==> src/rtl/mips_avalon_write_buffer.sv <==
// Posted-write FIFO between the cache controller (upstream Avalon master) and main memory.
// Define WBUF_FWD_EN to let reads hit full-word writes still sitting in the buffer.
module mips_avalon_write_buffer #(
  parameter int DEPTH = 4
) (
  input  logic                       clk,
  input  logic                       rst,
  input  logic [31:0]                s_address,
  input  logic                       s_write,
  input  logic                       s_read,
  input  logic [31:0]                s_writedata,
  input  logic [3:0]                 s_byteenable,
  output logic                       s_waitrequest,
  output logic [31:0]                s_readdata,
  output logic [31:0]                m_address,
  output logic                       m_write,
  output logic                       m_read,
  output logic [31:0]                m_writedata,
  output logic [3:0]                 m_byteenable,
  input  logic                       m_waitrequest,
  input  logic [31:0]                m_readdata,
  output logic [$clog2(DEPTH):0]     wbuf_count
);

  localparam int PTR_W = $clog2(DEPTH);
  localparam int CNT_W = PTR_W + 1;

  typedef enum logic [1:0] {IDLE, WR, RD, RESP} state_t;

  state_t             state, state_nxt;
  logic [31:0]        fifo_addr [DEPTH];
  logic [31:0]        fifo_data [DEPTH];
  logic [3:0]         fifo_be   [DEPTH];
  logic [PTR_W-1:0]   wr_ptr, rd_ptr;
  logic [CNT_W-1:0]   count;
  logic               full, push, pop, rd_req;
  logic               fwd_hit;
  logic [31:0]        fwd_data;

  assign full          = (count == CNT_W'(DEPTH));
  assign rd_req        = s_read && !s_write;
  // A read is only released in RESP; writes are gated purely by space.
  assign s_waitrequest = rst | (s_write ? full : (state != RESP));
  assign push          = s_write && !full;
  assign pop           = (state == WR) && !m_waitrequest;
  assign wbuf_count    = count;

  always_ff @(posedge clk) begin
    if (push) begin
      fifo_addr[wr_ptr] <= s_address;
      fifo_data[wr_ptr] <= s_writedata;
      fifo_be[wr_ptr]   <= s_byteenable;
    end
  end

  always_ff @(posedge clk or posedge rst) begin
    if (rst) begin
      wr_ptr <= '0;
      rd_ptr <= '0;
      count  <= '0;
    end else begin
      if (push) wr_ptr <= wr_ptr + PTR_W'(1);
      if (pop)  rd_ptr <= rd_ptr + PTR_W'(1);
      case ({push, pop})
        2'b10:   count <= count + CNT_W'(1);
        2'b01:   count <= count - CNT_W'(1);
        default: count <= count;
      endcase
    end
  end

`ifdef WBUF_FWD_EN
  logic             fwd_full, fwd_partial;
  logic [PTR_W-1:0] fwd_idx;

  // Scan oldest to youngest so the last full-word match wins; any partial match forces a drain.
  always_comb begin
    fwd_full    = 1'b0;
    fwd_partial = 1'b0;
    fwd_data    = '0;
    fwd_idx     = rd_ptr;
    for (int i = 0; i < DEPTH; i++) begin
      fwd_idx = rd_ptr + PTR_W'(i);
      if ((CNT_W'(i) < count) && (fifo_addr[fwd_idx] == s_address)) begin
        if (fifo_be[fwd_idx] == 4'hF) begin
          fwd_full = 1'b1;
          fwd_data = fifo_data[fwd_idx];
        end else begin
          fwd_partial = 1'b1;
        end
      end
    end
    fwd_hit = rd_req && fwd_full && !fwd_partial;
  end
`else
  assign fwd_hit  = 1'b0;
  assign fwd_data = '0;
`endif

  always_ff @(posedge clk or posedge rst) begin
    if (rst) state <= IDLE;
    else     state <= state_nxt;
  end

  always_comb begin
    state_nxt = state;
    case (state)
      IDLE: begin
        if (fwd_hit)            state_nxt = RESP;
        else if (count != '0)   state_nxt = WR;
        else if (rd_req)        state_nxt = RD;
      end
      WR:      if (!m_waitrequest) state_nxt = IDLE;
      RD:      if (!m_waitrequest) state_nxt = RESP;
      RESP:    state_nxt = IDLE;
      default: state_nxt = IDLE;
    endcase
  end

  // Downstream bus and read-return registers; held stable while memory stalls.
  always_ff @(posedge clk or posedge rst) begin
    if (rst) begin
      m_address    <= '0;
      m_write      <= 1'b0;
      m_read       <= 1'b0;
      m_writedata  <= '0;
      m_byteenable <= '0;
      s_readdata   <= '0;
    end else begin
      case (state)
        IDLE: begin
          if (fwd_hit) begin
            s_readdata <= fwd_data;
          end else if (count != '0) begin
            m_write      <= 1'b1;
            m_address    <= fifo_addr[rd_ptr];
            m_writedata  <= fifo_data[rd_ptr];
            m_byteenable <= fifo_be[rd_ptr];
          end else if (rd_req) begin
            m_read       <= 1'b1;
            m_address    <= s_address;
            m_byteenable <= 4'hF;
          end
        end
        WR: if (!m_waitrequest) m_write <= 1'b0;
        RD: begin
          if (!m_waitrequest) begin
            m_read     <= 1'b0;
            s_readdata <= m_readdata;
          end
        end
        default: ;
      endcase
    end
  end

  // Simultaneous read and write from the master is illegal; the write wins.
  a_no_rd_wr: assert property (@(posedge clk) disable iff (rst) !(s_read && s_write));

endmodule

==> config.mk <==
export PLATFORM = sky130hd
export DESIGN_NAME = mips_avalon_write_buffer
export DESIGN_NICKNAME = d
export VERILOG_FILES = /design/src/rtl/mips_avalon_write_buffer.sv
export SDC_FILE = /design/constraint.sdc
export NUM_CORES = 1
export LEC_CHECK = 0
export ABC_CLOCK_PERIOD_IN_PS = 4100
export CORE_MARGIN = 2
export CORE_UTILIZATION = 54
export CTS_CLUSTER_SIZE = 20
export DETAILED_ROUTE_END_ITERATION = 12
export GPL_ROUTABILITY_DRIVEN = 0
export HOLD_SLACK_MARGIN = 0.08
export PLACE_DENSITY = 0.83
export SETUP_SLACK_MARGIN = 0.15
export SYNTH_ARGS = -nofsm -noshare
export SYNTH_HDL_FRONTEND = slang
export SYNTH_SLANG_ARGS = --single-unit
==> constraint.sdc <==
create_clock -name clk -period 4.1 [get_ports clk]
set_clock_uncertainty 0.15 [all_clocks]
set_input_delay 0.41 -clock clk [delete_from_list [all_inputs] [get_ports clk]]
set_output_delay 0.41 -clock clk [all_outputs]
set_load 0.02 [all_outputs]
# Yosys cells after proc, flatten, opt, wreduce, memory -nomap -nowiden
# Memory sizes are Yosys's and may differ from the RTL's. A register that Yosys moved wholly into a read port is not among the register bits.
# Index checks and enable logic that the tools add are counted.
dict set report totals {
  reg_bits 79
  mem_bits_rw 272
  input_bits 105
  out_inout_bits 106
  word_cells 68
  mem_count 3
}
dict set report op_classes {
  n_addsub 4
  eq_ne 13
  n_mux 19
  bitwise 2
  n_reduce_logical 18
}
# name words word_bits read_ports rd_ports_with_merged_regs wr line
set mem_list {}
lappend mem_list {fifo_addr 4 32 1 0 1 31} ;# logic [31:0] fifo_addr [DEPTH];
lappend mem_list {fifo_data 4 32 1 1 1 32} ;# logic [31:0] fifo_data [DEPTH];
lappend mem_list {fifo_be 4 4 1 0 1 33} ;# logic [3:0] fifo_be [DEPTH];
# op count
set op_table {}
lappend op_table {{$mux W32} 2}
lappend op_table {{$ne A2 B2 Y1 const B} 6}
lappend op_table {{$mux W2} 4}
lappend op_table {{$mux W4} 2}
lappend op_table {{$pmux W2 S4} 1}
lappend op_table {{$reduce_bool A2 Y1} 4}
lappend op_table {{$mux W1} 7}
lappend op_table {{$eq A2 B2 Y1 const B} 3}
lappend op_table {{$pmux W3 S2} 1}
lappend op_table {{$reduce_and A2 Y1} 3}
lappend op_table {{$reduce_and A3 Y1} 2}
lappend op_table {{$add A2 B1 Y2 const B} 2}
lappend op_table {{$eq A2 B1 Y1 const B} 2}
lappend op_table {{$pmux W1 S2} 2}
lappend op_table {{$reduce_and A4 Y1} 1}
lappend op_table {{$add A3 B1 Y3 const B} 1}
lappend op_table {{$eq A3 B3 Y1 const B} 1}
lappend op_table {{$logic_and A1 B1 Y1} 3}
lappend op_table {{$logic_not A1 Y1} 3}
lappend op_table {{$ne A3 B3 Y1 const B} 1}
lappend op_table {{$reduce_bool A3 Y1} 1}
lappend op_table {{$sub A3 B1 Y3 const B} 1}
lappend op_table {{$logic_not A2 Y1} 1}
lappend op_table {{$not A1 Y1} 1}
lappend op_table {{$or A1 B1 Y1} 1}

# Longest topological paths before layout
# Gate-level depths: netlist (run 1).
dict set report depth {
  ltp_word 5
  ltp_mapped 9
  mapped_depth_nobuf 9
}

# Worst setup path before layout (run 1)
# No wires, ideal clock.
dict set report synth_timing {
  kind {input to output}
  startpoint {input port rst}
  endpoint {output port s_waitrequest}
  t_arrival_ns 3.694
  required_time_ns 3.540
  path_slack_ns -0.154
  cell_stages 2
  n_path_buf 0
  cell_sequence {inv_1 -> o21ai_0}
}
dict set report synth_between {
  elab_chain_cells 1
}
# element line
set synth_lines {}
lappend synth_lines {{start, declared} 7} ;# input logic rst,
lappend synth_lines {{$or A1 B1 Y1} 43} ;# assign s_waitrequest = rst | (s_write ? full : (state != RESP));
lappend synth_lines {{end, declared} 13} ;# output logic s_waitrequest,
# No other way between the ends.

# Final worst setup path (run 1)
dict set report layout_timing {
  startpoint {register count[1], in the netlist wbuf_count[1]}
  endpoint {output port s_waitrequest}
}
dict set report layout_between {
  elab_chain_cells 3
}
# element line
set layout_lines {}
lappend layout_lines {{start, declared} 35} ;# logic [CNT_W-1:0] count;
lappend layout_lines {{start signal, assigned} 65} ;# 2'b10: count <= count + CNT_W'(1);
lappend layout_lines {{start signal, assigned} 66} ;# 2'b01: count <= count - CNT_W'(1);
lappend layout_lines {{start signal, assigned} 67} ;# default: count <= count;
lappend layout_lines {{$eq A3 B3 Y1} 40} ;# assign full = (count == CNT_W'(DEPTH));
lappend layout_lines {{$mux W1} 43}
lappend layout_lines {{$or A1 B1 Y1} 43}
# No other way between the ends.

==> results_dict.tcl, run 1 <==
set metrics [dict create \
    ctsHoldBuffers 0 \
    syn-instance-count 677 \
    grt_pass1_vias 7950 \
    gr-total-overflow 0 \
    cts_setup_buffers 0 \
    powerDensity_nw_per_um2 764 \
    worstSetupStartpointType "register" \
    netlist_area_um2 14500 \
    finalSetupViolations 0 \
    pin_count 211 \
    design.core.area_um2 26200 \
    synth_edf_count 272 \
    antenna_found_initial 4 \
    cts_tree "yes" \
    cts_buffers 39 \
    async_flop_share_pct 29.0 \
    ctsResizeCount 0 \
    path_max_fanout 8 \
    synth.distinct_cells 40 \
    ys_seq_area_share_pct 75.5 \
    grt_pass1_wl_um 46500 \
    synth-seq-cells 383 \
    rsz0062_at_grt "false" \
    ys_warn_count 0 \
    final_util_pct 69.6 \
    synth.area.top_cells "edfxtp_1 (56%), dfrtp_1 (19%), mux4_2 (9.5%)" \
    cp_slowest_stage_delay_ps 710 \
    slew_headroom_pct 25.7 \
    max_freq_ghz 0.320 \
    dieArea_um2 28200 \
    ant_nets 0 \
    start_util_pct 55.3 \
    path_buf_inv 2 \
    finalSetupTns_ps 0 \
    yosysTopAreaCellShare_pct 56.4 \
    hp-class "in -> async" \
    drive_gt1_share_pct 26.1 \
    final_common_cell "edfxtp_1" \
    period_needed_ps 3130 \
    power_w 0.0139 \
    viasPerCell 5.83 \
    critPathSlowestCell "a31oi_1" \
    die_x_um 168 \
    dr.pass1.iters 5 \
    path_cells "inv_1, a31oi_1, o21ai_0, clkdlybuf4s50_1" \
    critPathLaunch "wbuf_count[1]" \
    fp-row-count 59 \
    clk_pin_slew_ps 60 \
    io_buffers 210 \
    detailed_place_hpwl_um 18300 \
    wl_per_cell_um 23.8 \
    reg2reg_from "wbuf_count[1]" \
    vias 7404 \
    cp_top_family "compound AO/OA/AOI/OAI gates" \
    cts_max_level 2 \
    root_buffer "clkbuf_16" \
    dieHeight_um 168 \
    yosysTopAreaCell "edfxtp_1" \
    routed_wl_um 30300 \
    hold_viol_final 0 \
    critPathCaptureType "output pin" \
    worstSkewPairLatency_ps 520 \
    final_cells 1270 \
    dp.cells 1198 \
    crit_type "reg -> out" \
    fin_crit_sh_pct 76.3 \
    arrival_ps 2570 \
    clk_path_buf_depth 3 \
    status "complete, no violations" \
    cap_violations 0 \
    synth-main-ff-cell "edfxtp_1" \
    nets 1015 \
    ir_drop_v 0.000516 \
    tightest_slew_ps 1110 \
    syn_area_per_cell_um2 21.4 \
    area_growth_pct 25.9 \
    mostFrequentLayoutCells "edfxtp_1 (272), clkdlybuf4s50_1 (210), dfrtp_1 (109)" \
    grt_util_all_layers_pct 21.7 \
    mappedNetlistNets 788 \
    cts.sinks 383 \
    crit_required_ps 3540 \
    drc 0 \
    maxSlewViolCount 0 \
    grt_max_degree 70 \
    drtIter0Drc 625 \
    p_leak_nw 6.47 \
]
worst reg2reg max path: cells and delay by family (launching register included):
kind	cells	cell delay, ps
AO/OA/AOI/OAI	1	710
AND/OR/NAND/NOR	1	680
flip-flops	1	410
buffers and inverters	2	450
cells by family after synthesis:
kind of cell               count (synthesis)  share of synthesized area (%)
DFF                                      383                           75.5
muxes                                    134                           15.9
and+or+nand+nor                           59                           2.57
buffers and inverters                     46                           2.09
AOI/OAI and AO/OA                         43                           2.95
xor gates and xnor gates                   6                          0.363
adders and majority gates                  6                          0.570
flip-flops by register name, indices dropped and copies added, names as in the netlist:
name	cells
fifo_addr	128
fifo_be	16
fifo_data	128
m_address	32
m_byteenable	4
m_read	1
m_write	1
m_writedata	32
rd_ptr	2
s_readdata	32
state	2
wbuf_count	3
wr_ptr	2
path summary, 6_finish.rpt:
kind,slack (ps),cells after the start,end
max reg2reg,1400,4,fifo_be[3][3]
max,970,4,s_waitrequest
min in group clk,350,2,m_read
max in group asynchronous,2070,4,rd_ptr[1]
min reg2reg,350,2,m_read
min,320,3,s_readdata[10]
routing by layer:
metal,vias up,routed length [um],GRT usage (%)
met5,-,44,0
met2,314,15100,35.9
met3,53,2270,5.22
met1,3815,12300,29.8
li1,3216,-,-
met4,6,495,5.10
cell usage after synthesis (2+ instances only):
cell type,count
nor2_1,8
inv_1,9
a21oi_1,5
and2_1,4
mux4_1,7
o221a_2,32
xnor2_1,3
buf_6,5
xor2_1,3
mux4_2,61
dfrtp_1,111
mux2_2,63
edfxtp_1,272
nor3_1,4
or3_1,32
buf_4,6
ha_1,5
mux2_4,2
nand2_1,2
o21ai_0,2
a31oi_1,2
buf_2,7
buf_12,3
clkbuf_1,13
metrics by stage:
step	hold slack, ps	cell area, um2	setup slack (ps)
3_5_place_dp	342	16900	985
2_1_floorplan	359	14500	828
5_1_grt	354	18200	702
4_1_cts	339	18200	918
3_3_place_gp	337	16900	1040
6_report	325	18200	972
layout make-up:
| class | count | area, um2 |
|---|---|---|
| sequential | 383 | 11000 |
| fill | 1576 | 7960 |
| clock inverter | 20 | 220 |
| antenna | 1 | 2.50 |
| tap | 335 | 419 |
| timing repair buffer | 223 | 2250 |
| clock buffer | 51 | 1090 |
| inverter | 9 | 37.5 |
| multi-input combinational | 248 | 3270 |
power by group:
group	internal [W]	leakage, nW	total, W	switching (W)
registers	0.00528	3.82	0.00598	0.000701
clock network	0.00214	0.646	0.00358	0.00144
logic	0.00236	2.01	0.00438	0.00203
Power figures use the tool's default switching activity.
==> inputs of run 2 (changes only) <==
--- a/config.mk
+++ b/config.mk
@@ -5,14 +5,14 @@
 export SDC_FILE = /design/constraint.sdc
 export NUM_CORES = 1
 export LEC_CHECK = 0
-export ABC_CLOCK_PERIOD_IN_PS = 4100
+export ABC_CLOCK_PERIOD_IN_PS = 2800
 export CORE_MARGIN = 2
-export CORE_UTILIZATION = 54
+export CORE_UTILIZATION = 49
 export CTS_CLUSTER_SIZE = 20
 export DETAILED_ROUTE_END_ITERATION = 12
 export GPL_ROUTABILITY_DRIVEN = 0
 export HOLD_SLACK_MARGIN = 0.08
-export PLACE_DENSITY = 0.83
+export PLACE_DENSITY = 0.8
 export SETUP_SLACK_MARGIN = 0.15
 export SYNTH_ARGS = -nofsm -noshare
 export SYNTH_HDL_FRONTEND = slang
==> constraint.sdc (replaced) <==
create_clock -name clk -period 2.8 [get_ports clk]
set_clock_uncertainty 0.15 [all_clocks]
set_input_delay 0.28 -clock clk [delete_from_list [all_inputs] [get_ports clk]]
set_output_delay 0.28 -clock clk [all_outputs]
set_load 0.02 [all_outputs]
==> results_dict.tcl, run 2 (same netlist as run 1, synthesis figures left out) <==
set metrics [dict create \
    antenna_found_initial 0 \
    worstSetupStartpointType "register" \
    dieHeight_um 176 \
    rsz0062_at_grt "false" \
    final_common_cell "edfxtp_1" \
    area_growth_pct 28.6 \
    vias 7422 \
    ant_nets 0 \
    crit_type "reg -> out" \
    grt_max_degree 112 \
    tightest_slew_ps 887 \
    hold_viol_final 0 \
    arrival_ps 2070 \
    power_w 0.0209 \
    cp_slowest_stage_delay_ps 630 \
    p_leak_nw 6.62 \
    worstSkewPairLatency_ps 530 \
    max_freq_ghz 0.400 \
    period_needed_ps 2500 \
    mostFrequentLayoutCells "edfxtp_1 (272), clkdlybuf4s50_1 (210), dfrtp_1 (109)" \
    cts_setup_buffers 0 \
    wl_per_cell_um 22.6 \
    grt_util_all_layers_pct 19.9 \
    grt_pass1_vias 7904 \
    gr-total-overflow 0 \
    viasPerCell 5.56 \
    path_cells "inv_1, a31oi_2, o21ai_0, clkdlybuf4s50_1" \
    pin_count 211 \
    placed_cell_area_um2 17200 \
    path_max_fanout 4 \
    io_buffers 210 \
    grt_pass1_wl_um 46700 \
    cts_buffers 39 \
    cts.sinks 383 \
    die_x_um 176 \
    drc 0 \
    dr.pass1.iters 5 \
    reg.largest.list "fifo_addr x128, fifo_data x128" \
    root_buffer "clkbuf_16" \
    slew_headroom_pct 40.7 \
    cap_violations 0 \
    detailed_place_hpwl_um 19200 \
    nets 1031 \
    ir_drop_v 0.000554 \
    finalSetupTns_ps 0 \
    critPathSlowestCell "clkdlybuf4s50_1" \
    fp-row-count 62 \
    cts_max_level 2 \
    design.core.area_um2 28900 \
    clk_path_buf_depth 3 \
    clk_pin_slew_ps 60 \
    whs_ps 193 \
    start_util_pct 50.1 \
    finalInstanceArea_um2 18600 \
    hp-class "in -> async" \
    dp.cells 1263 \
    drtIter0Drc 490 \
    status "complete, no violations" \
    final_cells 1336 \
    cts_tree "yes" \
    fin_crit_sh_pct 89.2 \
    crit_required_ps 2370 \
    dieArea_um2 31000 \
    critPathCaptureType "output pin" \
    drive_gt1_share_pct 27.4 \
    routed_wl_um 30200 \
    finalSetupViolations 0 \
    maxSlewViolCount 0 \
    powerDensity_nw_per_um2 1120 \
    ctsHoldBuffers 0 \
]
-- run 2: metal layers --
layer	wire length [um]	share of wire (%)	up-vias	track usage, %
li1	-	-	3245	-
met1	12400	41	3865	26.8
met2	15100	50	267	33.1
met3	2000	6.6	45	4.29
met4	687	2.3	0	5.51
met5	0	0	-	0
-- run 2: path summary, 6_finish.rpt --
kind,from,endpoint,slack (ps),depth (start not counted)
worst min-delay path,rst,s_readdata[3],190,3
worst max register to register,state[0],m_address[18],530,3
max in group asynchronous,rst,rd_ptr[1],1810,3
worst max-delay path,wbuf_count[0],s_waitrequest,300,4
worst min register to register,m_writedata[2],m_writedata[2],350,1
min in group clk,m_readdata[27],s_readdata[27],220,2
-- run 2: area by class of cell --
cell class / count / area, um2
antenna: 1 / 2.50
clock buffer: 50 / 1060
clock inverter: 22 / 324
fill: 1907 / 10300
inverter: 9 / 37.5
multi-input combinational: 248 / 3280
sequential: 383 / 11000
tap: 384 / 480
timing repair buffer: 239 / 2490
-- run 2: through the flow --
| stage | utilization (%) | worst slack [ps] |
|---|---|---|
| finish | 64.4 | 302 |
| global route | 64.4 | 199 |
| CTS | 64.4 | 232 |
| detailed placement | 59.6 | 329 |
| global placement | 59.6 | 341 |
| floorplan | - | -199 |
-- run 2: critical path, delay by kind of cell, from the launching register on --
| family | cells | cell delay (ps) |
|---|---|---|
| flops | 1 | 450 |
| buf+inv | 2 | 780 |
| compound gates | 2 | 300 |
-- run 2: where the power goes --
part           leakage (nW)  internal, W  switching, W
Clock                 0.676      0.00335       0.00216
Sequential             3.82      0.00772      0.000816
Combinational          2.13      0.00365       0.00322
Total                  6.62       0.0147       0.00620
-- run 2: what timing repair did --
| action | in CTS | in global routing |
|---|---|---|
| setup endpoints to repair | 0 | 1 |
| gates resized for setup | 0 | 1 |
| hold endpoints to repair | 0 | 0 |
==> inputs of run 3 (changes only) <==
--- a/config.mk
+++ b/config.mk
@@ -8,6 +8,7 @@
 export ABC_CLOCK_PERIOD_IN_PS = 2800
 export CORE_MARGIN = 2
 export CORE_UTILIZATION = 49
+export CTS_BUF_LIST = sky130_fd_sc_hd__clkbuf_16
 export CTS_CLUSTER_SIZE = 20
 export DETAILED_ROUTE_END_ITERATION = 12
 export GPL_ROUTABILITY_DRIVEN = 0
==> results_dict.tcl, run 3 (same netlist as run 1, synthesis figures left out) <==
set metrics [dict create \
    path_buf_inv 2 \
    cp_slowest_stage_delay_ps 640 \
    ant_nets 0 \
    maxSlewViolCount 0 \
    detailed_place_hpwl_um 19200 \
    nets 1031 \
    wl_per_cell_um 22.6 \
    dieHeight_um 176 \
    root_buffer "clkbuf_16" \
    viasPerCell 5.53 \
    design.core.area_um2 28900 \
    critPathSlowestCell "clkdlybuf4s50_1" \
    mostFrequentLayoutCells "edfxtp_1 (272), clkdlybuf4s50_1 (210), dfrtp_1 (109)" \
    drtIter0Drc 473 \
    switchingPower_w 0.00619 \
    hold_viol_final 0 \
    antenna_found_initial 0 \
    p_clk_share_pct 25.9 \
    p_leak_nw 6.64 \
    fin_crit_sh_pct 89.1 \
    clk_path_buf_depth 3 \
    die_x_um 176 \
    gr-total-overflow 0 \
    drc 0 \
    dr.pass1.iters 6 \
    worstSetupStartpointType "register" \
    critPathCaptureType "output pin" \
    path_max_fanout 4 \
    cp_top_family "buffers and inverters" \
    grt_pass1_wl_um 46700 \
    hp-class "in -> async" \
    dieArea_um2 31000 \
    tightest_slew_ps 894 \
    path_cells "inv_1, a31oi_2, o21ai_0, clkdlybuf4s50_1" \
    ir_drop_v 0.000554 \
    cap_violations 0 \
    final_common_cell "edfxtp_1" \
    vias 7388 \
    drive_gt1_share_pct 27.2 \
    cts_tree "yes" \
    seq_power_share_pct 41.1 \
    io_buffers 210 \
    clk_pin_slew_ps 60 \
    worstSkewPairLatency_ps 530 \
    ff2ff_setup_slack_ps 530 \
    crit_required_ps 2370 \
    arrival_ps 2060 \
    pin_count 211 \
    area_growth_pct 28.3 \
    combPwrFrac_pct 33.0 \
    max_freq_ghz 0.401 \
    grt_util_all_layers_pct 19.8 \
    status "complete, no violations" \
    powerDensity_nw_per_um2 1120 \
    fp-row-count 62 \
    grt_max_degree 112 \
    grt_pass1_vias 7907 \
    start_util_pct 50.1 \
    final_util_pct 64.2 \
    cts_setup_buffers 0 \
    rsz0062_at_grt "false" \
    cts_max_level 2 \
    slew_headroom_pct 40.3 \
    reg.largest.list "fifo_addr x128, fifo_data x128" \
    finalSetupTns_ps 0 \
    finalSetupViolations 0 \
    switching_share_pct 29.8 \
    cts_buffers 39 \
    ctsHoldBuffers 0 \
    cts.sinks 383 \
    crit_type "reg -> out" \
    routed_wl_um 30200 \
    period_needed_ps 2490 \
    p_int_w 0.0146 \
]
-- run 3: cell types whose count changed in the layout (fill, tap and decap cells not counted) --
cell and change:
inv_2 +2, inv_1 +7, clkinv_1 +2, clkbuf_8 -4, clkbuf_1 -7
-- run 3: timing repair --
item | in CTS | in global routing
resized for setup | 0 | 1
endpoints found under the hold margin | 0 | 0
endpoints found under the setup margin | 0 | 1
-- run 3: final timing paths --
| check | start | end | cells past startpoint |
|---|---|---|---|
| worst max-delay path | wbuf_count[0] | s_waitrequest | 4 |
| worst min-delay path | rst | s_readdata[3] | 3 |
| worst max register to register | state[0] | m_address[9] | 3 |
| worst min register to register | m_writedata[2] | m_writedata[2] | 1 |
| max in group asynchronous | rst | rd_ptr[1] | 3 |
| min in group clk | m_readdata[3] | s_readdata[3] | 2 |
-- run 3: final cells by class --
| type | count | area (um2) |
|---|---|---|
| diodes | 1 | 2.50 |
| clock buffers | 39 | 976 |
| clock inverters | 33 | 365 |
| fillers | 1908 | 10300 |
| inverters | 9 | 37.5 |
| multi-input cells | 248 | 3280 |
| flip-flops and latches | 383 | 11000 |
| well taps | 384 | 480 |
| repair buffers | 239 | 2490 |
-- run 3: metal layers --
metal  track usage [%]  routed length (um)
met5                 0                   0
met4              5.51                 701
met2              33.0               15100
met1              26.8               12300
met3              4.29                2060
-- run 3: through the flow --
| step | area [um2] | power [W] | setup slack (ps) | cells | hold slack (ps) |
|---|---|---|---|---|---|
| finish | 18600 | 0.0208 | 306 | 1336 | 187 |
| global route | 18600 | 0.0218 | 199 | 1335 | 200 |
| CTS | 18600 | 0.0210 | 233 | 1335 | 201 |
| detailed placement | 17200 | 0.0156 | 329 | 1263 | 345 |
| global placement | 17200 | 0.0154 | 341 | 1263 | 334 |
| floorplan | 14500 | 0.0127 | -199 | 677 | 229 |
-- run 3: power by group through the flow --
stage | combinational (W) | clock, W | sequential, W
floorplan | 0.00356 | 0 | 0.00915
global placement | 0.00681 | 0 | 0.00859
detailed placement | 0.00697 | 0 | 0.00865
CTS | 0.00699 | 0.00549 | 0.00857
global route | 0.00733 | 0.00574 | 0.00870
finish | 0.00687 | 0.00538 | 0.00853
-- run 3: worst register-to-register path: cells and delay by family, from the launching register on --
family	cells	cell delay, ps
compound gates	2	1090
simple gates	1	490
flops	1	480
